### src/rtl/cfg_reg_pkg.sv
// Shared types and defaults for the config/status register arbiter.
package cfg_reg_pkg;

  typedef enum logic [1:0] {
    IDLE   = 2'd0,
    ACCESS = 2'd1,
    RESP   = 2'd2
  } state_e;

  localparam int DEF_NUM_CFG    = 8;
  localparam int DEF_NUM_STATUS = 8;
  localparam int DEF_REG_WIDTH  = 8;
  localparam int DEF_ADDR_W     = 4;

  // The lock lives in the last config register.
  localparam int LOCK_BIT = 0;

  function automatic int lock_reg_idx(input int num_cfg);
    return num_cfg - 1;
  endfunction

endpackage

### src/rtl/rr_arbiter.sv
// Round-robin picker: first requester at or after last_grant+1 (mod NUM_REQ).
module rr_arbiter #(
  parameter int NUM_REQ = 2,
  parameter int IDX_W   = (NUM_REQ > 1) ? $clog2(NUM_REQ) : 1
) (
  input  logic [NUM_REQ-1:0] req,
  input  logic [IDX_W-1:0]   last_grant,
  output logic [IDX_W-1:0]   grant,
  output logic               grant_valid
);

  logic [IDX_W-1:0] cand;

  // Scan from the farthest offset down so the nearest requester wins.
  always_comb begin
    grant       = '0;
    grant_valid = 1'b0;
    cand        = '0;
    for (int i = NUM_REQ; i >= 1; i--) begin
      cand = IDX_W'((int'(last_grant) + i) % NUM_REQ);
      if (req[cand]) begin
        grant       = cand;
        grant_valid = 1'b1;
      end
    end
  end

endmodule

### src/rtl/cfg_reg_arbiter.sv
// Config/status register bank shared round-robin between NUM_REQ requesters.
// Optional macro CFG_LOCK_EN: bit 0 of the last config reg blocks writes from requesters other than 0.
module cfg_reg_arbiter
  import cfg_reg_pkg::*;
#(
  parameter int NUM_REQ    = 2,
  parameter int NUM_CFG    = DEF_NUM_CFG,
  parameter int NUM_STATUS = DEF_NUM_STATUS,
  parameter int REG_WIDTH  = DEF_REG_WIDTH,
  parameter int ADDR_W     = DEF_ADDR_W
) (
  input  logic                            clk,
  input  logic                            rst,
  input  logic [NUM_REQ-1:0]              req_valid,
  input  logic [NUM_REQ-1:0]              req_write,
  input  logic [NUM_REQ*ADDR_W-1:0]       req_addr,
  input  logic [NUM_REQ*REG_WIDTH-1:0]    req_wdata,
  output logic [NUM_REQ-1:0]              req_ready,
  output logic [NUM_REQ-1:0]              rsp_valid,
  output logic [REG_WIDTH-1:0]            rsp_rdata,
  output logic                            rsp_err,
  output logic [NUM_CFG*REG_WIDTH-1:0]    config_regs,
  input  logic [NUM_STATUS*REG_WIDTH-1:0] status_regs
);

  localparam int IDX_W = (NUM_REQ > 1) ? $clog2(NUM_REQ) : 1;

  state_e                state_q, state_d;
  logic [IDX_W-1:0]      grant_q, grant_d;
  logic [IDX_W-1:0]      last_grant_q, last_grant_d;
  logic [REG_WIDTH-1:0]  cfg_q [NUM_CFG];
  logic [REG_WIDTH-1:0]  cfg_d [NUM_CFG];
  logic [REG_WIDTH-1:0]  rsp_rdata_q, rsp_rdata_d;
  logic                  rsp_err_q, rsp_err_d;

  logic [IDX_W-1:0]      arb_grant;
  logic                  arb_valid;

  logic                  sel_valid;
  logic                  sel_write;
  logic [ADDR_W-1:0]     sel_addr;
  logic [REG_WIDTH-1:0]  sel_wdata;
  logic                  is_cfg;
  logic                  is_status;
  logic                  lock_block;
  logic                  wr_ok;
  logic                  acc_err;
  logic [REG_WIDTH-1:0]  cfg_rd;
  logic [REG_WIDTH-1:0]  status_rd;
  logic [REG_WIDTH-1:0]  acc_rdata;

  rr_arbiter #(
    .NUM_REQ (NUM_REQ),
    .IDX_W   (IDX_W)
  ) u_rr_arbiter (
    .req         (req_valid),
    .last_grant  (last_grant_q),
    .grant       (arb_grant),
    .grant_valid (arb_valid)
  );

  // Decode the granted requester's transaction against the address map.
  always_comb begin
    sel_valid = req_valid[grant_q];
    sel_write = req_write[grant_q];
    sel_addr  = req_addr[int'(grant_q)*ADDR_W +: ADDR_W];
    sel_wdata = req_wdata[int'(grant_q)*REG_WIDTH +: REG_WIDTH];
    is_cfg    = int'(sel_addr) < NUM_CFG;
    is_status = (int'(sel_addr) >= NUM_CFG) && (int'(sel_addr) < NUM_CFG + NUM_STATUS);

    cfg_rd = '0;
    for (int k = 0; k < NUM_CFG; k++) begin
      if (int'(sel_addr) == k) cfg_rd = cfg_q[k];
    end
    status_rd = '0;
    for (int s = 0; s < NUM_STATUS; s++) begin
      if (int'(sel_addr) == NUM_CFG + s) status_rd = status_regs[s*REG_WIDTH +: REG_WIDTH];
    end

`ifdef CFG_LOCK_EN
    lock_block = cfg_q[lock_reg_idx(NUM_CFG)][LOCK_BIT] && (grant_q != '0);
`else
    lock_block = 1'b0;
`endif

    wr_ok   = sel_write && is_cfg && !lock_block;
    acc_err = !(is_cfg || is_status) || (sel_write && is_status) || (sel_write && is_cfg && lock_block);

    if (!(is_cfg || is_status)) acc_rdata = '0;
    else if (is_cfg)            acc_rdata = wr_ok ? sel_wdata : cfg_rd;
    else                        acc_rdata = status_rd;
  end

  always_comb begin
    state_d      = state_q;
    grant_d      = grant_q;
    last_grant_d = last_grant_q;
    cfg_d        = cfg_q;
    rsp_rdata_d  = rsp_rdata_q;
    rsp_err_d    = rsp_err_q;
    case (state_q)
      IDLE: begin
        if (arb_valid) begin
          grant_d = arb_grant;
          state_d = ACCESS;
        end
      end
      ACCESS: begin
        // A requester that withdraws before its accept forfeits the slot silently.
        if (sel_valid) begin
          rsp_rdata_d = acc_rdata;
          rsp_err_d   = acc_err;
          state_d     = RESP;
          if (wr_ok) begin
            for (int k = 0; k < NUM_CFG; k++) begin
              if (int'(sel_addr) == k) cfg_d[k] = sel_wdata;
            end
          end
        end else begin
          state_d = IDLE;
        end
      end
      RESP: begin
        last_grant_d = grant_q;
        state_d      = IDLE;
      end
      default: state_d = IDLE;
    endcase
  end

  always_ff @(posedge clk) begin
    if (rst) begin
      state_q      <= IDLE;
      grant_q      <= '0;
      last_grant_q <= IDX_W'(NUM_REQ - 1);
      for (int k = 0; k < NUM_CFG; k++) cfg_q[k] <= '0;
      rsp_rdata_q  <= '0;
      rsp_err_q    <= 1'b0;
    end else begin
      state_q      <= state_d;
      grant_q      <= grant_d;
      last_grant_q <= last_grant_d;
      cfg_q        <= cfg_d;
      rsp_rdata_q  <= rsp_rdata_d;
      rsp_err_q    <= rsp_err_d;
    end
  end

  always_comb begin
    req_ready = '0;
    rsp_valid = '0;
    if (state_q == ACCESS && sel_valid) req_ready[grant_q] = 1'b1;
    if (state_q == RESP)                rsp_valid[grant_q] = 1'b1;
  end

  assign rsp_rdata = rsp_rdata_q;
  assign rsp_err   = rsp_err_q;

  for (genvar k = 0; k < NUM_CFG; k++) begin : g_cfg_out
    assign config_regs[k*REG_WIDTH +: REG_WIDTH] = cfg_q[k];
  end

endmodule

### config.mk
export PLATFORM = sky130hd
export DESIGN_NAME = cfg_reg_arbiter
export DESIGN_NICKNAME = d
export VERILOG_FILES = /design/src/rtl/cfg_reg_pkg.sv /design/src/rtl/rr_arbiter.sv /design/src/rtl/cfg_reg_arbiter.sv
export SDC_FILE = /design/constraint.sdc
export NUM_CORES = 1
export LEC_CHECK = 0
export ABC_AREA = 1
export BUFFER_PORTS_ARGS = -buffer_cell sky130_fd_sc_hd__buf_2
export CORE_MARGIN = 8
export CORE_UTILIZATION = 45
export DETAILED_ROUTE_END_ITERATION = 10
export PLACE_DENSITY = 0.75
export SETUP_SLACK_MARGIN = 0.15
export SLEW_MARGIN = 20
export SYNTH_ARGS = -nofsm -noshare
export SYNTH_HDL_FRONTEND = slang
export SYNTH_SLANG_ARGS = --single-unit
### constraint.sdc
create_clock -name clk -period 1.6 [get_ports clk]
set_clock_uncertainty 0.05 [all_clocks]
set_input_delay 0.08 -clock clk [delete_from_list [all_inputs] [get_ports clk]]
set_output_delay 0.08 -clock clk [all_outputs]
set_load 0.01 [all_outputs]
==> summary.txt, run 1 <==
Placement
  • Routability Congestion: 0.989
  • I/O Buffers: 170
  • Dpl hpwl: 14400 um
  • Dpl cells: 1022
  • DP Area: 0.00589 mm2

Synthesis
  • Post-Synthesis Net Count: 768
  • Synthesis Warnings: 0
  • #FFs+latches synth: 77
  • Synth Area in Simple Gates: 38.5%
  • XOR/XNOR Fraction of Synth Area: 0%
  • Adder-Cell Fraction of Synth Area: 0%
  • Ys async rst share: 0%
  • Yosys cell types: 29
  • Syn avg cell area: 6.60 um2
  • Post-Syn Instances: 674
  • Number of synthesized flops with an enable pin: 0
  • Compound-Gate Fraction of Synth Area: 16.8%
  • Count leader, synth: nand2_1
  • Post-synthesis mux area share: 0.225%
  • Post-synthesis sequential area ratio: 34.7%
  • Ys flop type: dfxtp_1
  • Synth top area share: 34.7%
  • Mapped Area: 0.00445 mm2
  • Synth top cells by count: nand2_1 (179), a21oi_1 (94), dfxtp_1 (77)
  • Largest family of logic cells by synthesized area: simple AND/OR/NAND/NOR gates
  • Cell taking the most area after synthesis: dfxtp_1
  • Top cells by area, synth: dfxtp_1 (35%), nand2_1 (15%), a21oi_1 (11%)

STA
  • Max Freq: 519 MHz
  • Slew Limit Fails: 0
  • Worst setup margin: -326 ps
  • Fin crit period: 1930 ps
  • Final Hold Fails: 0
  • WHS: 25.0 ps
  • Max-slew headroom: 73.6%
  • Final setup vio count: 74
  • Final period utilization: 120%
  • Setup TNS: -14870 ps
  • RSZ-0062 raised after global routing: true
  • Worst Tran Pin Value: 396 ps

Critical path
  • Worst path depth: 15
  • Worst setup path end: rsp_rdata[7]
  • Maximum fanout along the worst path: 8
  • Required @ worst endpoint: 1820 ps
  • Arr. time, crit path: 2140 ps
  • Crit path kind: reg2reg
  • R2r setup slk: -330 ps
  • Reg-to-Reg End: rsp_rdata[7]
  • Cell family with most CP delay: simple AND/OR/NAND/NOR gates
  • WP buf/inv: 3
  • Startpoint types: flip-flop
  • Crit path max-delay cell type: dfxtp_4
  • Launch point of the worst path: grant_q
  • R2r worst-path depth: 15
  • Cells along the critical path: inv_8 -> nand2_4 -> nand2_8 -> buf_6 -> nand2_8 -> nor2_4 -> buf_6 -> nand2_2 -> nand2_2 -> nor2_2 -> nand4_1 -> nor2_1 -> nand2_1 -> nand2_1 -> a21oi_1
  • Largest stage delay on the critical path: 440 ps
  • Worst R2R Start: grant_q
  • Worst setup EP type: flip-flop

Route
  • Vias/cell: 5.41
  • DRC viols: 0
  • First-pass DRT Iterations: 6
  • Detail Route Antenna Nets: 0
  • Final WL: 19000 um
  • Wire length per cell: 17.9 um
  • Initial DRC Count: 518
  • DR vias: 5749

Clocking
  • Clock-pin slew on the worst setup and hold paths: 90 ps
  • Clk_lat worst skew: 370 ps
  • CTS tree: yes
  • CTS Sinks: 77
  • CTS Buf Count: 9
  • Max Buffers Root-to-Sink: 2
  • Clk root buf: clkbuf_8
  • H-tree depth: 3

Floorplanning
  • CORE AREA: 0.00968 mm2
  • Area of the die: 0.0133 mm2
  • Die X: 115 um
  • I/O pin total: 171
  • # rows: 36
  • Die height: 115 um
  • Initial core utilization: 45.9%

Hold path
  • Hold crit path type: in2reg

Status
  • Failing checks: setup timing
  • Status: complete, but fails checks

Global route
  • Initial antenna violation count: 0
  • Vias in the first global route: 5728
  • Global route overflow: 0
  • Largest net degree at the start of global routing: 37
  • GRT Total Usage: 28.0%
  • First-pass GRT wire length: 29400 um

Power
  • Lkg Pwr: 3.22 nW
  • Pwr Density: 725 mW/mm2
  • VDD IR max: 0.000665 V

Finish
  • Final Cell Area: 0.00661 mm2
  • Final std cells w/o fill: 1062
  • Final #Nets: 1019
  • Share of cells above drive strength 1: 41.2%
  • Area grow syn2layout: 48.6%
  • Post-layout util: 68.2%
  • Antenna cells: 0

Job
  • Max-Cap Viols: 0
## layout make-up
| cell class | instances | area, um2 |
|---|---|---|
| Timing Repair Buffer | 267 | 1680 |
| Clock buffer | 9 | 124 |
| Multi-Input combinational cell | 508 | 2740 |
| Tap cell | 133 | 166 |
| Sequential cell | 77 | 1550 |
| Clock inverter | 6 | 86.3 |
| Fill cell | 862 | 3080 |
| Inverter | 62 | 263 |
## registers in the layout, indices dropped and copies added, names as in the netlist
register      flops
grant_q           1
last_grant_q      1
rsp_rdata         8
state_q           2
rsp_err           1
config_regs      64
## worst register-to-register path, stage by stage (launching register included)
cell and delay (ps):
dfxtp_4 440, inv_8 70, nand2_4 90, nand2_8 90, buf_6 150, nand2_8 90, nor2_4 70, buf_6 120
nand2_2 60, nand2_2 60, nor2_2 130, nand4_1 100, nor2_1 110, nand2_1 90, nand2_1 70, a21oi_1 50
## layout by cell type (no fill, tap or decap), types with 2 or more instances in the layout
master	Yosys	final
nor2_2	6	13
a21oi_2	0	10
clkinv_2	0	2
o21ai_1	9	19
inv_8	0	3
or2_2	4	4
nor3_2	0	2
inv_4	0	3
o21ai_0	42	31
inv_1	53	52
nand2_8	1	4
clkbuf_8	0	9
inv_2	6	4
nor2_4	11	14
nand2_2	16	20
bufinv_16	0	2
buf_2	3	167
buf_12	0	2
buf_4	5	78
a21oi_1	94	84
or2_0	2	2
nand3_2	0	5
dlygate4sd3_1	0	5
nand3_1	67	62
nor2_1	48	38
buf_6	9	15
nand2_1	179	159
nand2_4	7	20
dfxtp_1	77	76
nand4_1	14	14
## power breakdown
group          leakage [nW]  internal [mW]  switching (mW)
logic                  2.49          0.491           0.685
clock network         0.105          0.870           0.785
registers             0.622           1.94          0.0217
## layer usage
metal  GRT usage (%)  up-vias  wire length [um]
met3            6.77       71              2050
met4            14.2        0               777
li1                -     2711                 -
met5               0        -                 0
met2            47.6      342              8820
met1            32.2     2625              7340
## worst min-delay path by stage
stage                         to  slack, ps            start  cells past startpoint
detailed placement       grant_q        330     req_valid[1]                      3
global route        rsp_rdata[4]         50  status_regs[36]                      5
global placement         grant_q        340     req_valid[1]                      3
finish              rsp_rdata[4]         30  status_regs[36]                      5
CTS                 rsp_rdata[4]         10  status_regs[36]                      5
floorplan                grant_q        190     req_valid[1]                      2
## timing repair
item	CTS	global route
endpoints found under the hold margin	7	0
setup endpoints to repair	76	79
gates resized for setup	54	34
pin swaps	26	26
buffers inserted	15	5
hold buffers	5	0
## cells by family (layout without fill, tap and decap cells)
group,count (synthesis),in the layout
mux,1,1
simple gates,359,359
compound gates,148,148
buf+inv,89,344
flops,77,77
## per-stage QoR
| stage | total power [mW] | setup slack [ps] |
|---|---|---|
| 6_report | 4.79 | -326 |
| 5_1_grt | 4.97 | -418 |
| 4_1_cts | 4.74 | -231 |
| 3_5_place_dp | 3.00 | -387 |
| 3_3_place_gp | 2.99 | -319 |
| 2_1_floorplan | 2.54 | -14.7 |
No activity file was read; power rests on OpenSTA's default activity.
==> run 2, diff against run 1 <==
--- a/config.mk
+++ b/config.mk
@@ -7,8 +7,10 @@
 export LEC_CHECK = 0
 export ABC_AREA = 1
 export BUFFER_PORTS_ARGS = -buffer_cell sky130_fd_sc_hd__buf_2
+export CELL_PAD_IN_SITES_DETAIL_PLACEMENT = 0
+export CELL_PAD_IN_SITES_GLOBAL_PLACEMENT = 2
 export CORE_MARGIN = 8
-export CORE_UTILIZATION = 45
+export CORE_UTILIZATION = 23
 export DETAILED_ROUTE_END_ITERATION = 10
 export PLACE_DENSITY = 0.75
 export SETUP_SLACK_MARGIN = 0.15
==> run 2 against run 1 <==
The run still ends with setup timing left; largest cell class unchanged; global-route usage is 11 points lower; count of clock-buffer cells in the layout is 4 higher; highest routed layer unchanged; largest power group unchanged; sequential cell count stayed put; non-clock buffer count is 2 higher; cell count is 13% higher.
==> summary.txt, run 2 (synthesis gave the netlist of run 1 again) <==
Status
  • Status: complete, but fails checks
  • Failing checks: setup timing

Power
  • Pwr Density: 729 mW/mm2 (+0.63%)
  • VDD IR max: 0.000524 V (-21%)
  • Lkg Pwr: 3.30 nW (+2.4%)
  • Pwr Total: 5.12 mW (+6.9%)

Floorplanning
  • Die X: 155 um (+34%)
  • Initial core utilization: 23.2% (-23 points)
  • # rows: 51 (+42%)
  • CORE AREA: 0.0192 mm2 (+98%)
  • Area of the die: 0.0240 mm2 (+80%)
  • Die height: 155 um (+34%)
  • I/O pin total: 171 (unchanged)

Global route
  • Largest net degree at the start of global routing: 37 (unchanged)
  • Initial antenna violation count: 0 (unchanged)
  • GRT Total Usage: 16.7% (-11 points)
  • Global route overflow: 0 (unchanged)
  • First-pass GRT wire length: 30800 um (+4.8%)
  • Vias in the first global route: 5301 (-7.5%)

STA
  • Worst setup margin: -301 ps (+25.7 ps)
  • Worst Tran Pin Value: 439 ps (+43.0 ps)
  • Max Freq: 526 MHz (+1.4%)
  • Max-slew headroom: 70.7% (-2.9 points)
  • Fin crit period: 1900 ps (-25.7 ps)
  • Final period utilization: 119% (-1.6 points)
  • RSZ-0062 raised after global routing: true
  • Slew Limit Fails: 0 (unchanged)
  • Final setup vio count: 74 (unchanged)
  • Final Hold Fails: 0 (unchanged)
  • WHS: 9.46 ps (-15.5 ps)

Route
  • Detail Route Antenna Nets: 0 (unchanged)
  • DR vias: 5301 (-7.8%)
  • DRC viols: 0 (unchanged)
  • Vias/cell: 4.43 (-18%)
  • Final WL: 20600 um (+8.4%)
  • First-pass DRT Iterations: 4 (-2)
  • Wire length per cell: 17.2 um (-3.8%)
  • Initial DRC Count: 285 (-45%)

Clocking
  • CTS Sinks: 77 (unchanged)
  • Clock-pin slew on the worst setup and hold paths: 60 ps (-30 ps)
  • CTS tree: yes
  • Clk_lat worst skew: 340 ps (-30 ps)
  • H-tree depth: 3 (unchanged)
  • Max Buffers Root-to-Sink: 2 (unchanged)
  • Clk root buf: clkbuf_16
  • CTS Buf Count: 9 (unchanged)

Critical path
  • Crit path kind: reg2reg
  • Cell family with most CP delay: simple AND/OR/NAND/NOR gates
  • R2r worst-path depth: 13 (-2)
  • R2r setup slk: -300 ps (+30 ps)
  • Largest stage delay on the critical path: 380 ps (-60 ps)
  • Maximum fanout along the worst path: 7 (-1)
  • Crit path max-delay cell type: dfxtp_4
  • Arr. time, crit path: 2130 ps (about the same)
  • Required @ worst endpoint: 1830 ps (about the same)
  • Startpoint types: flip-flop
  • Worst R2R Start: grant_q
  • Reg-to-Reg End: rsp_rdata[7]
  • Cells along the critical path: buf_12 -> nand2_8 -> nand2_8 -> buf_12 -> nor2_8 -> inv_4 -> nor2_4 -> a21oi_1 -> nand3_1 -> nand2_1 -> nand2_1 -> nand2_1 -> a21oi_1
  • Worst setup EP type: flip-flop
  • WP buf/inv: 3 (unchanged)
  • Most frequent CP cell: nand2_1

Job
  • Max-Cap Viols: 0 (unchanged)

Placement
  • Routability Congestion: 0.796 (-19%)
  • Dpl hpwl: 16100 um (+12%)
  • I/O Buffers: 170 (unchanged)

Finish
  • Share of cells above drive strength 1: 41.7% (+0.51 points)
  • Area grow syn2layout: 57.8%
  • Final #Nets: 1021 (+0.20%)
  • Antenna cells: 0 (unchanged)
  • Max FFs per register: 64 (unchanged)
  • Most frequent cells in the layout: buf_2 (169), nand2_1 (164), a21oi_1 (77)
  • Commonest non-fill, non-tap cell in the layout: buf_2

Hold path
  • Hold crit path type: in2reg
  • Hold Crit Start: req_valid[0]
  • Hold Path Depth: 4 (-1)
  • Hold EP: grant_q
## run 2: cell count changes in the layout (fill, tap and decap cells not counted), sizes merged
cell | before | now
clkbuf | 9 | 15
buf | 262 | 265
dlygate4sd3 | 5 | 2
bufinv | 2 | 0
inv | 63 | 62
## run 2: report_power, final
group	switching, mW	internal (mW)	leakage (nW)	total (mW)
Sequential	0.0180	1.94	0.622	1.96
Combinational	0.704	0.527	2.55	1.23
Clock	0.834	1.10	0.130	1.93
## run 2: layout make-up
type / count / area [um2]
inverters: 62 / 260
clock inverters: 3 / 21.3
well taps: 265 / 332
multi-input cells: 508 / 2780
clock buffers: 13 / 250
repair buffers: 269 / 1830
fillers: 2112 / 12200
flip-flops and latches: 77 / 1550
## run 2: tightest hold or removal path, cell delays in order
cell     delay, ps
buf_2          100
nand2_1         50
nand3_1         70
a21oi_1         60
## run 2: routing by layer
metal / wire [um] / GRT usage, % / vias to the layer above
li1: - / - / 2709
met1: 9200 / 21.7 / 2372
met2: 9380 / 27.1 / 198
met3: 1630 / 3.66 / 22
met4: 364 / 5.32 / 0
met5: 0 / 0 / -
## run 2: worst max-delay path by stage
stage | start | slack [ps] | endpoint | cells past startpoint
final | grant_q | -300 | rsp_rdata[7] | 13
after global routing | grant_q | -430 | rsp_rdata[0] | 14
after CTS | grant_q | -280 | rsp_rdata[0] | 14
after detailed placement | grant_q | -460 | rsp_rdata[3] | 11
after global placement | grant_q | -430 | rsp_rdata[3] | 10
after floorplan | grant_q | -10 | config_regs[35] | 10
## run 2: what timing repair did
action                                 4_1_cts  5_1_grt
resized for setup                           30       80
hold buffers                                 2        0
endpoints found under the hold margin        3        0
setup endpoints to repair                   75       75
cloned                                       0        2
pin swaps                                    1       15
setup buffers                                4       12
## run 2: per-stage QoR
| stage | util (%) | std cells | setup WS (ps) | TNS, ps | area [um2] |
|---|---|---|---|---|---|
| global placement | 32.0 | 1161 | -426 | -20030 | 6140 |
| detailed placement | 32.0 | 1161 | -459 | -22020 | 6140 |
| finish | 36.5 | 1197 | -301 | -15250 | 7020 |
| global route | 36.5 | 1197 | -427 | -21720 | 7020 |
| floorplan | - | 674 | -14.7 | -133 | 4520 |
| CTS | 34.2 | 1183 | -275 | -12010 | 6560 |
==> run 3, diff against run 2 <==
--- a/config.mk
+++ b/config.mk
@@ -13,6 +13,7 @@
 export CORE_UTILIZATION = 23
 export DETAILED_ROUTE_END_ITERATION = 10
 export PLACE_DENSITY = 0.75
+export REMOVE_ABC_BUFFERS = 1
 export SETUP_SLACK_MARGIN = 0.15
 export SLEW_MARGIN = 20
 export SYNTH_ARGS = -nofsm -noshare
==> run 3 against run 2 <==
The flow still finishes with violations (setup timing); fmax decreased by 1.8%; clock power grew 16%; die area stayed put; global-route usage up 0.80 points; first-iteration DRC count is 1.1% lower; sequential cell count did not move; wire length increased by 5.0%; register-to-register slack got worse by 30 ps; core utilization is 3.2 points higher; largest cell class unchanged.
==> summary.txt, run 3 (synthesis gave the netlist of run 1 again) <==
Global route
  • Vias in the first global route: 5557 (+4.8%)
  • Largest net degree at the start of global routing: 34 (-8.1%)
  • Global route overflow: 0 (unchanged)
  • GRT Total Usage: 17.5% (+0.80 points)
  • Initial antenna violation count: 0 (unchanged)
  • First-pass GRT wire length: 32500 um (+5.4%)

STA
  • RSZ-0062 raised after global routing: true
  • Setup TNS: -18700 ps (-3450 ps)
  • Max-slew headroom: 63.9% (-6.9 points)
  • Worst setup margin: -336 ps (-34.8 ps)
  • Worst Tran Pin Value: 542 ps (+103 ps)
  • Final setup vio count: 72 (-2.7%)
  • Fin crit period: 1940 ps (+34.8 ps)
  • Final period utilization: 121% (+2.2 points)
  • Slew Limit Fails: 0 (unchanged)
  • Max Freq: 517 MHz (-1.8%)
  • Final Hold Fails: 0 (unchanged)

Critical path
  • Cell family with most CP delay: simple AND/OR/NAND/NOR gates
  • Crit path kind: reg2reg
  • Worst R2R Start: grant_q
  • Crit path max-delay cell type: dfxtp_2
  • WP buf/inv: 3 (unchanged)
  • Largest stage delay on the critical path: 340 ps (-40 ps)
  • Most frequent CP cell: nand2_1
  • Worst setup path end: rsp_rdata[2]
  • R2r worst-path depth: 14 (+1)
  • Maximum fanout along the worst path: 8 (+1)
  • Launch point of the worst path: grant_q
  • R2r setup slk: -340 ps (-30 ps)
  • Required @ worst endpoint: 1780 ps (-50 ps)
  • Arr. time, crit path: 2120 ps (about the same)
  • Worst path depth: 14 (+1)
  • Worst setup EP type: flip-flop
  • Cells along the critical path: buf_6 -> inv_8 -> nand2_4 -> nand2_8 -> nor2_4 -> nand2_2 -> inv_2 -> nand2_1 -> nand2_1 -> nand4_1 -> nand2_1 -> nand2_1 -> nand2_1 -> a21oi_1
  • Startpoint types: flip-flop
  • Reg-to-Reg End: rsp_rdata[2]

Clocking
  • CTS tree: yes
  • Max Buffers Root-to-Sink: 2 (unchanged)
  • H-tree depth: 3 (unchanged)
  • Clock-pin slew on the worst setup and hold paths: 60 ps (about the same)
  • Clk root buf: clkbuf_16
  • CTS Buf Count: 9 (unchanged)
  • CTS Sinks: 77 (unchanged)
  • Clk_lat worst skew: 340 ps (about the same)

Placement
  • Dpl hpwl: 16300 um (+1.4%)
  • Routability Congestion: 0.837 (+5.1%)
  • Setup slack at placement: -475 ps (-15.1 ps)
  • I/O Buffers: 170 (unchanged)

Power
  • VDD IR max: 0.000502 V (-4.2%)
  • Sw power: 1.63 mW (+4.7%)
  • Net Sw Frac: 29.5% (-0.85 points)
  • Lkg Pwr: 3.47 nW (+5.2%)
  • Sequential power share: 35.5% (-2.8 points)
  • Pwr Density: 722 mW/mm2 (-0.94%)
  • Gate power share: 24.0% (about the same)
  • Pint: 3.89 mW (+9.1%)
  • Clock share of power: 40.5% (+2.8 points)

Route
  • Initial DRC Count: 282 (-1.1%)
  • DR vias: 5546 (+4.6%)
  • Wire length per cell: 17.9 um (+4.0%)
  • Vias/cell: 4.59 (+3.7%)
  • First-pass DRT Iterations: 5 (+1)
  • DRC viols: 0 (unchanged)
  • Final WL: 21600 um (+5.0%)
  • Detail Route Antenna Nets: 0 (unchanged)

Floorplanning
  • CORE AREA: 0.0192 mm2 (unchanged)
  • Area of the die: 0.0240 mm2 (unchanged)
  • # rows: 51 (unchanged)
  • Die height: 155 um (unchanged)
  • Initial core utilization: 23.2% (unchanged)
  • I/O pin total: 171 (unchanged)
  • Die X: 155 um (unchanged)

Finish
  • Most frequent cells in the layout: buf_2 (168), nand2_1 (166), dfxtp_1 (76)
  • Area grow syn2layout: 71.6%
  • Commonest non-fill, non-tap cell in the layout: buf_2
  • Share of cells above drive strength 1: 50.8% (+9.1 points)
  • Final #Nets: 1032 (+1.1%)
  • Antenna cells: 0 (unchanged)
  • Max FFs per register: 64 (unchanged)

Job
  • Max-Cap Viols: 0 (unchanged)

Status
  • Failing checks: setup timing
  • Status: complete, but fails checks

Hold path
  • Hold crit path type: in2reg
-- run 3: routing by layer --
layer	track usage, %	wire length, um
met1	22.3	9660
met2	29.1	10000
met3	4.33	1650
met4	4.48	279
met5	0	0
-- run 3: worst register-to-register path: cells and delay by family (launching register included) --
family / cells / cell delay (ps)
and+or+nand+nor: 10 / 1020
buffers and inverters: 3 / 370
DFF: 1 / 340
AOI/OAI and AO/OA: 1 / 50
-- run 3: area by class of cell --
type / instances / area [um2]
Sequential cell: 77 / 1540
Multi-Input combinational cell: 511 / 3180
Timing Repair Buffer: 277 / 2000
Inverter: 62 / 258
Clock buffer: 14 / 284
Fill cell: 2052 / 11600
Tap cell: 265 / 332
Clock inverter: 2 / 38.8
-- run 3: how the worst min path moves through the flow --
stage,from,end,slack (ps),depth (start not counted)
global placement,req_valid[1],grant_q,350,3
detailed placement,req_valid[1],grant_q,340,3
finish,req_valid[0],state_q[0],40,3
CTS,req_valid[0],state_q[0],20,3
global route,rst,config_regs[39],50,2
floorplan,rst,config_regs[0],100,1
-- run 3: through the flow --
| stage | instances | instance area, um2 | power (mW) | hold slack (ps) | util (%) |
|---|---|---|---|---|---|
| 3_5_place_dp | 1164 | 6120 | 3.05 | 339 | 31.8 |
| 5_1_grt | 1208 | 7630 | 5.73 | 48.1 | 39.7 |
| 6_report | 1208 | 7630 | 5.51 | 37.0 | 39.7 |
| 4_1_cts | 1201 | 7250 | 5.48 | 17.5 | 37.8 |
| 3_3_place_gp | 1164 | 6120 | 3.05 | 349 | 31.8 |
| 2_1_floorplan | 647 | 4260 | 2.48 | 99.1 | - |
-- run 3: power by group through the flow --
stage	logic [mW]	clock network, mW	registers (mW)
6_report	1.32	2.23	1.96
5_1_grt	1.43	2.34	1.96
2_1_floorplan	0.466	0	2.01
3_3_place_gp	1.05	0	2.00
4_1_cts	1.25	2.28	1.96
3_5_place_dp	1.05	0	2.00
-- run 3: repair_timing --
item	CTS	global route
hold endpoints to repair	2	0
hold buffers	1	0
setup endpoints to repair	75	77
gates resized for setup	154	78
gates cloned	4	2
setup buffers	16	5
pin swaps	45	23
